### src/rtl/instr_mem_seq.sv
// -----------------------------------------------------------------------------
// instr_mem_seq
// Parametrised instruction memory with a registered single-word read port,
// a sequential burst-fetch engine (wrap-around at DEPTH, stallable) and a
// separate loader write port. Reads see a same-edge write to the same address
// (write-first).
//
// Ports:
//   clk         rising-edge clock
//   reset       asynchronous active-high reset (clears memory and outputs)
//   wr_en       write strobe
//   wr_addr     write address
//   wr_data     write word
//   rd_req      single-word read request (honoured in IDLE only)
//   rd_addr     read address, also the burst base address
//   seq_start   start a burst at rd_addr
//   seq_len     burst length in words (1..DEPTH)
//   stall       freeze an active burst
//   rd_data     registered read word
//   rd_valid    one-cycle pulse per delivered word
//   rd_addr_out address of the word on rd_data
//   busy        burst in progress (stays high through the done cycle)
//   done        one-cycle pulse with the last burst word
//   err         one-cycle pulse on an illegal request
// -----------------------------------------------------------------------------
module instr_mem_seq #(
    parameter int DATA_WIDTH = 26,
    parameter int ADDR_WIDTH = 4,
    parameter int DEPTH      = 10
) (
    input  logic                  clk,
    input  logic                  reset,
    input  logic                  wr_en,
    input  logic [ADDR_WIDTH-1:0] wr_addr,
    input  logic [DATA_WIDTH-1:0] wr_data,
    input  logic                  rd_req,
    input  logic [ADDR_WIDTH-1:0] rd_addr,
    input  logic                  seq_start,
    input  logic [ADDR_WIDTH:0]   seq_len,
    input  logic                  stall,
    output logic [DATA_WIDTH-1:0] rd_data,
    output logic                  rd_valid,
    output logic [ADDR_WIDTH-1:0] rd_addr_out,
    output logic                  busy,
    output logic                  done,
    output logic                  err
);

    localparam logic [ADDR_WIDTH:0]   DEPTH_L = (ADDR_WIDTH+1)'(DEPTH);
    localparam logic [ADDR_WIDTH-1:0] LAST_A  = ADDR_WIDTH'(DEPTH - 1);
    localparam logic [ADDR_WIDTH:0]   ONE_L   = (ADDR_WIDTH+1)'(1);

    typedef enum logic {IDLE, BURST} state_t;

    state_t                state;
    logic [ADDR_WIDTH-1:0] ptr;
    logic [ADDR_WIDTH:0]   count;
    logic [DATA_WIDTH-1:0] mem [DEPTH];

    logic                  wr_ok;
    logic                  start_ok;
    logic [ADDR_WIDTH-1:0] src_addr;
    logic [DATA_WIDTH-1:0] src_data;

    function automatic logic in_range(input logic [ADDR_WIDTH-1:0] a);
        return {1'b0, a} < DEPTH_L;
    endfunction

    function automatic logic [ADDR_WIDTH-1:0] wrap_inc(input logic [ADDR_WIDTH-1:0] a);
        return (a == LAST_A) ? '0 : a + ADDR_WIDTH'(1);
    endfunction

    // Read source: burst pointer while bursting, otherwise the request address.
    // A same-edge write to the same address is forwarded (write-first).
    always_comb begin
        wr_ok    = wr_en && in_range(wr_addr);
        start_ok = (seq_len != '0) && (seq_len <= DEPTH_L) && in_range(rd_addr);
        src_addr = (state == BURST) ? ptr : rd_addr;
        src_data = '0;
        if (wr_ok && (wr_addr == src_addr))
            src_data = wr_data;
        else if (in_range(src_addr))
            src_data = mem[src_addr];
    end

    always_ff @(posedge clk or posedge reset) begin
        if (reset) begin
            for (int i = 0; i < DEPTH; i++)
                mem[i] <= '0;
            state       <= IDLE;
            ptr         <= '0;
            count       <= '0;
            rd_data     <= '0;
            rd_valid    <= 1'b0;
            rd_addr_out <= '0;
            busy        <= 1'b0;
            done        <= 1'b0;
            err         <= 1'b0;
        end else begin
            rd_valid <= 1'b0;
            done     <= 1'b0;
            err      <= wr_en && !in_range(wr_addr);
            if (wr_ok)
                mem[wr_addr] <= wr_data;

            case (state)
                IDLE: begin
                    busy <= 1'b0;
                    // seq_start wins over rd_req, even when the start is rejected
                    if (seq_start) begin
                        if (start_ok) begin
                            state <= BURST;
                            busy  <= 1'b1;
                            ptr   <= rd_addr;
                            count <= seq_len;
                        end else begin
                            err <= 1'b1;
                        end
                    end else if (rd_req) begin
                        rd_valid    <= 1'b1;
                        rd_addr_out <= rd_addr;
                        rd_data     <= src_data;
                        if (!in_range(rd_addr))
                            err <= 1'b1;
                    end
                end

                BURST: begin
                    if (rd_req || seq_start)
                        err <= 1'b1;
                    if (!stall) begin
                        rd_valid    <= 1'b1;
                        rd_addr_out <= ptr;
                        rd_data     <= src_data;
                        ptr         <= wrap_inc(ptr);
                        count       <= count - ONE_L;
                        // busy stays high through the done cycle and drops
                        // on the following edge from IDLE
                        if (count == ONE_L) begin
                            done  <= 1'b1;
                            state <= IDLE;
                        end
                    end
                end

                default: state <= IDLE;
            endcase
        end
    end

endmodule

### config.mk
export PLATFORM = sky130hd
export DESIGN_NAME = instr_mem_seq
export DESIGN_NICKNAME = d
export VERILOG_FILES = /design/src/rtl/instr_mem_seq.sv
export SDC_FILE = /design/constraint.sdc
export NUM_CORES = 1
export LEC_CHECK = 0
export BUFFER_PORTS_ARGS = -buffer_cell sky130_fd_sc_hd__buf_4
export CAP_MARGIN = 40
export CELL_PAD_IN_SITES_DETAIL_PLACEMENT = 1
export CELL_PAD_IN_SITES_GLOBAL_PLACEMENT = 1
export CORE_MARGIN = 8
export CORE_UTILIZATION = 53
export DETAILED_ROUTE_END_ITERATION = 10
export GPL_ROUTABILITY_DRIVEN = 0
export GPL_TIMING_DRIVEN = 0
export PLACE_DENSITY = 0.86
export SKIP_CTS_REPAIR_TIMING = 1
export SYNTH_ARGS = -nofsm -noshare
export SYNTH_HDL_FRONTEND = slang
export SYNTH_SLANG_ARGS = --single-unit
### constraint.sdc
create_clock -name clk -period 17.95 [get_ports clk]
set_clock_uncertainty 0.05 [all_clocks]
set_input_delay 3.59 -clock clk [delete_from_list [all_inputs] [get_ports clk]]
set_output_delay 3.59 -clock clk [all_outputs]
set_load 0.01 [all_outputs]
==> flow_summary_export.csv, run 1 <==
group,metric,value,unit
drt,drtAntennaViolNets,0,
grt,gr-usage-met2,52.6,%
synthesis,synth-compound-area-share,14.6,%
clock_network,ctsHtreeMaxLevel,2,
min_path,hold_depth,1,
worst_setup_path,ff2ff_setup_slack,14790,ps
synthesis,postSynthCellCount,1374,
synthesis,synth_fa_ha_area_share,0.167,%
synthesis,syn_area,0.0150,mm^2
pwr,p_leak,7.47,nW
floorplan,die_w,184,um
floorplan,start_util,53.8,%
floorplan,ios,79,
clock_network,cts_tree,"done",
worst_setup_path,path_common_cell,"buf_4",
clock_network,cts.sinks,304,
synthesis,ys_ff_latch,304,
sta,setup_viol,0,
sta,tightestPinTransition,940,ps
drt,drt-initial-drc-count,1130,
worst_setup_path,crit_fanout,10,
drt,post_drt_wl_per_cell,29.3,um
synthesis,synth_cell_types,67,
worst_setup_path,worstRegToRegCells,8,
clock_network,tritoncts.num_buffers,34,
sta,drv_slew,0,
clock_network,clk_latency,530,ps
synthesis,async_flop_share,100,%
sta,finalSetupTns,0,ps
grt,use_met1,40.0,%
floorplan,die_y,184,um
worst_setup_path,critPathCaptureType,"register",
drt,vias,12700,
pwr,ir_drop,0.0000845,V
worst_setup_path,arrival,6080,ps
worst_setup_path,cpMaxStageDelayCell,"clkbuf_1",
clock_network,path_clk_slew,60,ps
synthesis,synth_top_area_share,50.7,%
floorplan,std_cell_rows,61,
synthesis,yosys_most_used_dff,"dfrtp_1",
placement,dpl-instance-area,0.0161,mm^2
min_path,hold_end,"busy",
synthesis,synth_top_family_by_area,"multiplexers",
synthesis,synthSimpleGateAreaFrac,10.1,%
final_layout,syn_to_final_growth,14.9,%
worst_setup_path,crit_type,"in2reg",
drt,wl,55.5,mm
sta,finalCritPeriodShare,31.8,%
clock_network,clock_path_buffers,3,
grt,gr-total-overflow,0,
synthesis,synth_mux_area_share,19.8,%
worst_setup_path,startpoint_type,"input port",
worst_setup_path,crit_chain,"buf_4 > buf_4 > clkinv_1 > nand3_1 > clkbuf_1 > o221ai_1 > a211oi_1 > nor3_1 > o31ai_1",
final_layout,nets,1539,
floorplan,die-area,0.0339,mm^2
run_status,status,"complete, no violations",
worst_setup_path,r2r_start,"state",
synthesis,synthTopCellsByArea,"dfrtp_1 51%, mux2_2 17%, nand2_1 4.4%",
grt,grt_antenna_before_repair,0,
sta,rsz0062_at_grt,"false",
clock_network,root_buffer,"clkbuf_16",
placement,dp_hpwl,37.2,mm
worst_setup_path,worst-endpoint-required,18320,ps
synthesis,synth.largest_area_cell,"dfrtp_1",
final_layout,fill_cells,2959,
synthesis,synth_seq_area_share,50.7,%
grt,grt.total_usage,33.1,%
synthesis,syn_avg_cell_area,10.9,um^2
sta,clock.fmax,175,MHz
grt,grt_pass1_wl,84.7,mm
final_layout,layout-drive-gt1-share,29.0,%
final_layout,utilization,61.8,%
sta,slew_headroom,37.3,%
synthesis,synth_edf_count,0,
drt,viasPerCell,6.70,
grt,gr-usage-met3,6.89,%
worst_setup_path,rr_endpoint,"rd_data[25]",
min_path,min_path_type,"reg2reg",
worst_setup_path,critPathBufInv,4,
flow_run,maxCapViolations,0,
grt,first_global_vias,13800,
sta,fin_crit,5710,ps
synthesis,yosysWarnings,0,
synthesis,synth-xor-area-share,0.234,%
worst_setup_path,cpPeakStageDelay,620,ps
synthesis,syn-num-nets,1421,
final_layout,final_area,0.0172,mm^2
placement,io_buffers,74,
min_path,hold_start,"busy",
drt,firstDrtPassIters,5,
sta,finalHoldViolCount,0,
floorplan,coreArea,0.0279,mm^2
grt,grt_max_degree,116,
worst_setup_path,cpLargestDelayFamily,"buffers and inverters",
pwr,power_density,175,mW/mm^2
grt,busiest_layer,"met2",
drt,drc_errors,0,
-- metal layers --
| layer | wire length (um) | part of all wire (%) | vias to the layer above |
|---|---|---|---|
| met5 | 0 | 0 | - |
| met4 | 4080 | 7.3 | 0 |
| met3 | 4620 | 8.3 | 277 |
| met2 | 26100 | 47 | 677 |
| met1 | 20700 | 37 | 6553 |
| li1 | - | - | 5201 |
-- power breakdown --
| part | internal [mW] | switching, mW |
|---|---|---|
| Clock | 0.405 | 0.292 |
| Combinational | 0.479 | 0.843 |
| Sequential | 0.868 | 0.122 |
| Total | 1.75 | 1.26 |
-- stage by stage --
stage               hold slack [ps]  std cells  power, mW  setup slack [ps]
global route                    447       1895       3.12             12140
CTS                             438       1894       2.97             12320
global placement                415       1826       2.17              2420
finish                          431       1896       3.01             12240
detailed placement              425       1833       2.26             11840
floorplan                       414       1374       1.75              5910
-- worst max path at each step --
| stage | cells past startpoint | startpoint | slack [ps] | end |
|---|---|---|---|---|
| after detailed placement | 9 | rd_addr[0] | 11840 | rd_data[16] |
| after floorplan | 1 | reset | 5910 | busy |
| final | 9 | rd_addr[0] | 12240 | rd_data[16] |
| after global routing | 9 | rd_addr[0] | 12140 | rd_data[16] |
| after global placement | 2 | reset | 2420 | rd_data[21] |
| after CTS | 9 | rd_addr[0] | 12320 | rd_data[16] |
-- registers in the layout, indices dropped and copies added (netlist names) --
signal       count
busy             1
count            5
done             1
err              1
mem            260
ptr              4
rd_addr_out      4
rd_data         26
rd_valid         1
state            1
-- layout by cell type (no fill, tap or decap), drive strengths merged, types with 18 or more instances in the layout --
| cell | Yosys | layout |
|---|---|---|
| buf | 56 | 138 |
| mux2 | 252 | 252 |
| a21oi | 100 | 100 |
| nor3 | 29 | 29 |
| o211ai | 18 | 18 |
| dfrtp | 304 | 304 |
| nand3 | 23 | 23 |
| a221o | 19 | 19 |
| o21ai | 53 | 53 |
| clkbuf | 68 | 116 |
| a211oi | 24 | 24 |
| nand2 | 175 | 175 |
| nor2 | 43 | 43 |
| nor2b | 23 | 23 |
| inv | 20 | 21 |
-- cells in the mapped netlist (6+ instances only) --
cell type,n
a211oi_1,24
a21oi_1,98
a221o_1,19
a22oi_1,15
a2bb2oi_1,12
a31oi_1,14
a32oi_1,12
buf_2,44
buf_4,6
clkbuf_1,68
dfrtp_1,304
inv_1,18
mux2_1,29
mux2_2,222
mux2i_1,6
nand2_1,174
nand2b_1,14
nand3_1,23
nor2_1,42
nor2b_1,23
nor3_1,27
o211ai_1,18
o21ai_0,46
o21ai_1,7
o221ai_1,10
o22ai_1,9
o31ai_1,15
or2_2,9
-- cell families after synthesis --
logic type | Yosys count
xor gates and xnor gates | 4
DFF | 304
muxes | 262
AOI/OAI and AO/OA | 326
and+or+nand+nor | 330
adders and majority gates | 2
buffers and inverters | 146
-- area by class of cell --
cell class                 instances  area, um^2  share of cell area [%]
sequential                       304        7610                    44.2
multi-input combinational        924        6740                    39.1
clock buffer                      48         965                    5.60
timing repair buffer              82         667                    3.87
buffer                           124         566                    3.28
tap                              378         473                    2.75
clock inverter                    13         124                   0.719
inverter                          22        90.1                   0.523
antenna                            1        2.50                  0.0145
(Power assumes the default switching activity.)
==> run 2: changes to the inputs <==
--- a/config.mk
+++ b/config.mk
@@ -10,11 +10,11 @@
 export CELL_PAD_IN_SITES_DETAIL_PLACEMENT = 1
 export CELL_PAD_IN_SITES_GLOBAL_PLACEMENT = 1
 export CORE_MARGIN = 8
-export CORE_UTILIZATION = 53
+export CORE_UTILIZATION = 45
 export DETAILED_ROUTE_END_ITERATION = 10
 export GPL_ROUTABILITY_DRIVEN = 0
 export GPL_TIMING_DRIVEN = 0
-export PLACE_DENSITY = 0.86
+export PLACE_DENSITY = 0.78
 export SKIP_CTS_REPAIR_TIMING = 1
 export SYNTH_ARGS = -nofsm -noshare
 export SYNTH_HDL_FRONTEND = slang
==> constraint.sdc (replaced) <==
create_clock -name clk -period 5.11 [get_ports clk]
set_clock_uncertainty 0.05 [all_clocks]
set_input_delay 1.022 -clock clk [delete_from_list [all_inputs] [get_ports clk]]
set_output_delay 1.022 -clock clk [all_outputs]
set_load 0.01 [all_outputs]
==> run 2 against run 1 <==
- routed wire length down 7.1%
- core utilization is 9.2 points lower
- combinational power rose to 3.4 times the previous value
- clock-buffer cell count increased by 6
- via count down 5.3%
- sequential cell count unchanged
- sequential share of layout area is 0.63 points lower
- critical path depth unchanged
- critical path type unchanged
- critical endpoint is now rd_data[10]
- largest cell class unchanged
- largest power group unchanged
==> flow_summary_export.csv, run 2 (synthesis gave the netlist of run 1 again) <==
group,metric,value,unit
run_status,status,"complete, no violations",
final_layout,nets,1546,
sta,tightestPinTransition,953,ps
final_layout,reg_top3,"mem: 260 flops, rd_data: 26 flops, count: 5 flops",
sta,rsz0062_at_grt,"false",
clock_network,tritoncts.num_buffers,35,
final_layout,syn_to_final_growth,16.6,%
grt,first_global_vias,13000,
floorplan,start_util,45.2,%
sta,drv_slew,0,
pwr,power_density,597,mW/mm^2
drt,viasPerCell,6.10,
floorplan,coreArea,0.0332,mm^2
clock_network,path_clk_slew,60,ps
floorplan,ios,79,
worst_setup_path,crit_type,"in2reg",
floorplan,die-area,0.0394,mm^2
sta,clock.fmax,314,MHz
sta,finalHoldViolCount,0,
drt,drtAntennaViolNets,0,
drt,vias,12000,
final_layout,final_cell_mix,"304 x dfrtp_1, 222 x mux2_2, 174 x nand2_1, 98 x a21oi_1, 82 x buf_4",
drt,firstDrtPassIters,5,
worst_setup_path,arrival,3550,ps
grt,grt_pass1_wl,79.7,mm
final_layout,largest_register_ffs,260,
grt,grt_max_degree,38,
final_layout,layout_commonest_cell,"dfrtp_1",
sta,slew_headroom,36.4,%
sta,fin_crit,3190,ps
placement,dp_cells,1909,
floorplan,die_w,199,um
pwr,total_power,10.4,mW
worst_setup_path,crit_fanout,10,
clock_network,ctsHtreeMaxLevel,2,
final_layout,top_register,"mem",
grt,gr-total-overflow,0,
grt,grt.total_usage,26.5,%
drt,wl,51.6,mm
drt,drc_errors,0,
drt,top_layer_used,"met5",
clock_network,cts.sinks,304,
drt,drt-initial-drc-count,890,
grt,grt_antenna_before_repair,3,
clock_network,root_buffer,"clkbuf_16",
sta,finalCritPeriodShare,62.4,%
flow_run,maxCapViolations,0,
placement,dp_hpwl,36.5,mm
floorplan,std_cell_rows,67,
sta,finalSetupTns,0,ps
drt,met3WireLength,2.91,mm
clock_network,cts_tree,"done",
pwr,ir_drop,0.000287,V
pwr,p_leak,7.54,nW
drt,met1_length,20.9,mm
worst_setup_path,critPathCaptureType,"register",
worst_setup_path,worst-endpoint-required,5470,ps
drt,wl_met2,25.0,mm
placement,io_buffers,74,
floorplan,die_y,199,um
clock_network,clk_latency,520,ps
drt,post_drt_wl_per_cell,26.1,um
sta,setup_viol,0,
clock_network,clock_path_buffers,3,
final_layout,layout-drive-gt1-share,29.2,%
worst_setup_path,startpoint_type,"input port",
min_path,min_path_type,"reg2reg",
final_layout,stdcell_count,1973,
## run 2: cell types whose count changed in the layout (fill, tap and decap cells not counted), sizes merged
cell      previous run  this run
buf                138       144
clkbuf             116       122
clkinv              10         4
clkinvlp             2         1
diode                1         2
inv                 21        22
## run 2: worst max-delay path, stage by stage
cell      delay [ps]
buf_4            120
buf_4            170
clkinv_1         200
buf_1            590
a21oi_1          140
or2_2            320
a211oi_1         500
nor3_1           160
o31ai_1          310
## run 2: path summary, 6_finish.rpt
kind	slack, ps	endpoint	start	cells past startpoint
worst max-delay path	1920	rd_data[10]	rd_addr[0]	9
worst min-delay path	430	busy	busy	1
worst max register to register	2100	rd_data[20]	ptr[0]	8
worst min register to register	430	busy	busy	1
max in group asynchronous	3520	mem[73]	reset	5
min in group asynchronous	440	mem[250]	reset	2
## run 2: routing by layer
layer	vias up	GRT usage [%]
met5	-	0
met4	2	14.1
met3	143	5.01
met2	384	43.4
met1	6279	33.0
li1	5223	-
## run 2: report_power, final
group | switching, mW | total [mW] | internal [mW]
Clock | 1.01 | 2.50 | 1.50
Sequential | 0.396 | 3.45 | 3.05
Combinational | 2.80 | 4.48 | 1.67
## run 2: area by class of cell
cell class / instances / area, um^2
clock inverter: 7 / 96.3
clock buffer: 54 / 1040
buffer: 124 / 566
sequential: 304 / 7610
timing repair buffer: 88 / 785
multi-input combinational: 924 / 6740
antenna: 2 / 5.00
fill: 3622 / 15700
inverter: 22 / 86.3
tap: 448 / 561
## run 2: metrics by stage
stage / instance area [um^2] / utilization, % / setup WS [ps] / hold slack (ps)
floorplan: 15000 / - / -5.00 / 414
global placement: 16100 / 48.5 / -1960 / 423
detailed placement: 16300 / 49.2 / 1560 / 428
CTS: 17500 / 52.6 / 1980 / 440
global route: 17500 / 52.6 / 1840 / 462
finish: 17500 / 52.6 / 1920 / 433
==> run 3: changes to the inputs <==
--- a/config.mk
+++ b/config.mk
@@ -5,16 +5,17 @@
 export SDC_FILE = /design/constraint.sdc
 export NUM_CORES = 1
 export LEC_CHECK = 0
+export ABC_AREA = 1
 export BUFFER_PORTS_ARGS = -buffer_cell sky130_fd_sc_hd__buf_4
 export CAP_MARGIN = 40
 export CELL_PAD_IN_SITES_DETAIL_PLACEMENT = 1
 export CELL_PAD_IN_SITES_GLOBAL_PLACEMENT = 1
 export CORE_MARGIN = 8
-export CORE_UTILIZATION = 45
+export CORE_UTILIZATION = 41
 export DETAILED_ROUTE_END_ITERATION = 10
 export GPL_ROUTABILITY_DRIVEN = 0
 export GPL_TIMING_DRIVEN = 0
-export PLACE_DENSITY = 0.78
+export PLACE_DENSITY = 0.76
 export SKIP_CTS_REPAIR_TIMING = 1
 export SYNTH_ARGS = -nofsm -noshare
 export SYNTH_HDL_FRONTEND = slang
==> constraint.sdc (replaced) <==
create_clock -name clk -period 2.8 [get_ports clk]
set_clock_uncertainty 0.05 [all_clocks]
set_input_delay 0.56 -clock clk [delete_from_list [all_inputs] [get_ports clk]]
set_output_delay 0.56 -clock clk [all_outputs]
set_load 0.01 [all_outputs]
==> run 3 against run 2 <==
- routed wire length up 6.5%
- critical path depth unchanged
- area after synthesis down 3.2%
- via count up 14%
- combinational power up 110%
- register-to-register slack worse by 1900 ps
- setup slack worse by 1800 ps
- global-route usage up 0.052 points
- critical endpoint is now rd_data[22]
- largest cell class unchanged
- largest power group unchanged
==> flow_summary_export.csv, run 3 <==
group,metric,value,unit
run_status,status,"complete, no violations",
worst_setup_path,critPathBufInv,3,
final_layout,syn_to_final_growth,16.5,%
grt,grt_pass1_wl,85.7,mm
floorplan,ios,79,
synthesis,ys_ff_latch,304,
synthesis,yosysWarnings,0,
pwr,ir_drop,0.000576,V
final_layout,reg_top3,"mem: 260 flops, rd_data: 26 flops, count: 5 flops",
floorplan,std_cell_rows,69,
worst_setup_path,crit_type,"reg2reg",
grt,grt.total_usage,26.5,%
worst_setup_path,cpLargestDelayFamily,"buffers and inverters",
synthesis,syn_avg_cell_area,7.83,um^2
worst_setup_path,critPathCaptureType,"register",
sta,finalHoldViolCount,0,
synthesis,synth_edf_count,0,
drt,viasPerCell,5.59,
grt,grt_antenna_before_repair,0,
worst_setup_path,crit_fanout,10,
placement,dp_hpwl,39.3,mm
floorplan,die_y,204,um
sta,rsz0062_at_grt,"false",
clock_network,cts_tree,"done",
worst_setup_path,worstRegToRegCells,9,
sta,finalCritPeriodShare,94.5,%
drt,drc_errors,0,
min_path,min_path_type,"in2async",
clock_network,clk_latency,520,ps
sta,tightestPinTransition,845,ps
synthesis,syn_area,0.0145,mm^2
final_layout,largest_register_ffs,260,
sta,setup_viol,0,
synthesis,yosys_most_used_dff,"dfrtp_1",
final_layout,layout-drive-gt1-share,12.0,%
drt,firstDrtPassIters,7,
final_layout,fill_cells,4363,
synthesis,synth.largest_area_cell,"dfrtp_1",
synthesis,async_flop_share,100,%
clock_network,root_buffer,"clkbuf_16",
final_layout,antenna_cells,0,
synthesis,synth_common_cells,"594 x nand2_1, 304 x dfrtp_1, 224 x nand3_1",
final_layout,layout_commonest_cell,"nand2_1",
worst_setup_path,cpMaxStageDelayCell,"buf_1",
pwr,power_density,1190,mW/mm^2
floorplan,die-area,0.0417,mm^2
drt,drt-initial-drc-count,1008,
grt,first_global_vias,14400,
floorplan,die_w,204,um
clock_network,tritoncts.num_buffers,36,
flow_run,maxCapViolations,0,
worst_setup_path,cp.depth,9,
drt,wl,54.9,mm
clock_network,path_clk_slew,60,ps
grt,gr-total-overflow,0,
synthesis,postSynthCellCount,1853,
worst_setup_path,arrival,3050,ps
synthesis,synth_cell_types,29,
final_layout,top_register,"mem",
synthesis,syn-num-nets,1900,
final_layout,nets,2024,
sta,fin_hold_ws,44.7,ps
drt,vias,13700,
clock_network,clock_path_buffers,3,
sta,slew_headroom,43.7,%
floorplan,start_util,41.2,%
grt,grt_max_degree,39,
worst_setup_path,startpoint_type,"register",
synthesis,synthTopCellsByArea,"dfrtp_1 52%, nand2_1 15%, nand3_1 7.7%",
pwr,p_leak,8.13,nW
synthesis,synth_top_area_share,52.4,%
worst_setup_path,crit_chain,"buf_6 > nand2_1 > nand2_2 > inv_2 > buf_1 > nand3_1 > nand3_1 > nand2_1 > a21oi_2",
clock_network,ctsHtreeMaxLevel,2,
synthesis,synth.most_common_cell,"nand2_1",
drt,post_drt_wl_per_cell,22.4,um
synthesis,synth_seq_area_share,52.4,%
final_layout,final_cell_mix,"594 x nand2_1, 304 x dfrtp_1, 224 x nand3_1, 171 x o21ai_0, 148 x nor2_1",
drt,drtAntennaViolNets,0,
sta,fin_crit,2650,ps
clock_network,cts.sinks,304,
worst_setup_path,worst-endpoint-required,3210,ps
floorplan,coreArea,0.0352,mm^2
sta,finalSetupTns,0,ps
sta,drv_slew,0,
worst_setup_path,cpPeakStageDelay,670,ps
sta,clock.fmax,378,MHz
placement,io_buffers,76,
-- run 3: cell count changes after synthesis, moves of 29 or more --
cell	delta
inv_1	+52
nand2_1	+420
o21ai_0	+125
mux2_2	-222
nor2_1	+106
nand3_1	+201
mux2_1	-29
-- run 3: logic make-up (layout without fill, tap and decap cells) --
group | Yosys count | after routing | synth area share (%)
adders and majority gates | 2 | 2 | 0.172
AOI/OAI and AO/OA | 313 | 313 | 11.4
DFF | 304 | 304 | 52.4
xor gates and xnor gates | 2 | 2 | 0.121
and+or+nand+nor | 1009 | 1009 | 29.1
buffers and inverters | 223 | 361 | 6.81
-- run 3: metal layers --
metal  vias to the layer above  GRT usage (%)  part of all wire (%)
met3                        99           3.34                   5.6
li1                       6248              -                     -
met4                         0           9.72                   3.4
met1                      6913           36.9                    44
met2                       446           42.1                    47
met5                         -              0                     0
-- run 3: final cells by class --
type / instances / area [um^2] / area share [%]
inverters: 100 / 379 / 2.24
flip-flops and latches: 304 / 7610 / 45.0
well taps: 461 / 577 / 3.41
multi-input cells: 1326 / 5920 / 35.0
clock buffers: 52 / 1050 / 6.22
repair buffers: 86 / 766 / 4.53
plain buffers: 123 / 613 / 3.63
-- run 3: metrics by stage --
| stage | instance area (um^2) | cells | total power [mW] | utilization [%] | setup slack [ps] |
|---|---|---|---|---|---|
| after floorplan | 14500 | 1853 | 12.0 | - | -1850 |
| after global placement | 15700 | 2390 | 15.3 | 44.5 | -3900 |
| after detailed placement | 15900 | 2400 | 15.7 | 45.0 | 111 |
| after CTS | 16900 | 2452 | 20.1 | 48.0 | 201 |
| after global routing | 16900 | 2452 | 21.3 | 48.0 | 88.2 |
| final | 16900 | 2452 | 20.1 | 48.0 | 155 |
-- run 3: power breakdown --
part | switching, mW | internal (mW)
sequential | 0.661 | 5.54
clock | 1.82 | 2.57
combinational | 6.48 | 3.00
total | 8.96 | 11.1
-- run 3: worst paths after layout --
| check | startpoint | endpoint | slack, ps |
|---|---|---|---|
| setup / recovery | state | rd_data[22] | 150 |
| hold / removal | reset | mem[221] | 40 |
| setup reg to reg | state | rd_data[22] | 150 |
| hold reg to reg | mem[51] | mem[51] | 430 |
| max in group asynchronous | reset | mem[126] | 1590 |
| min in group clk | rd_req | err | 240 |
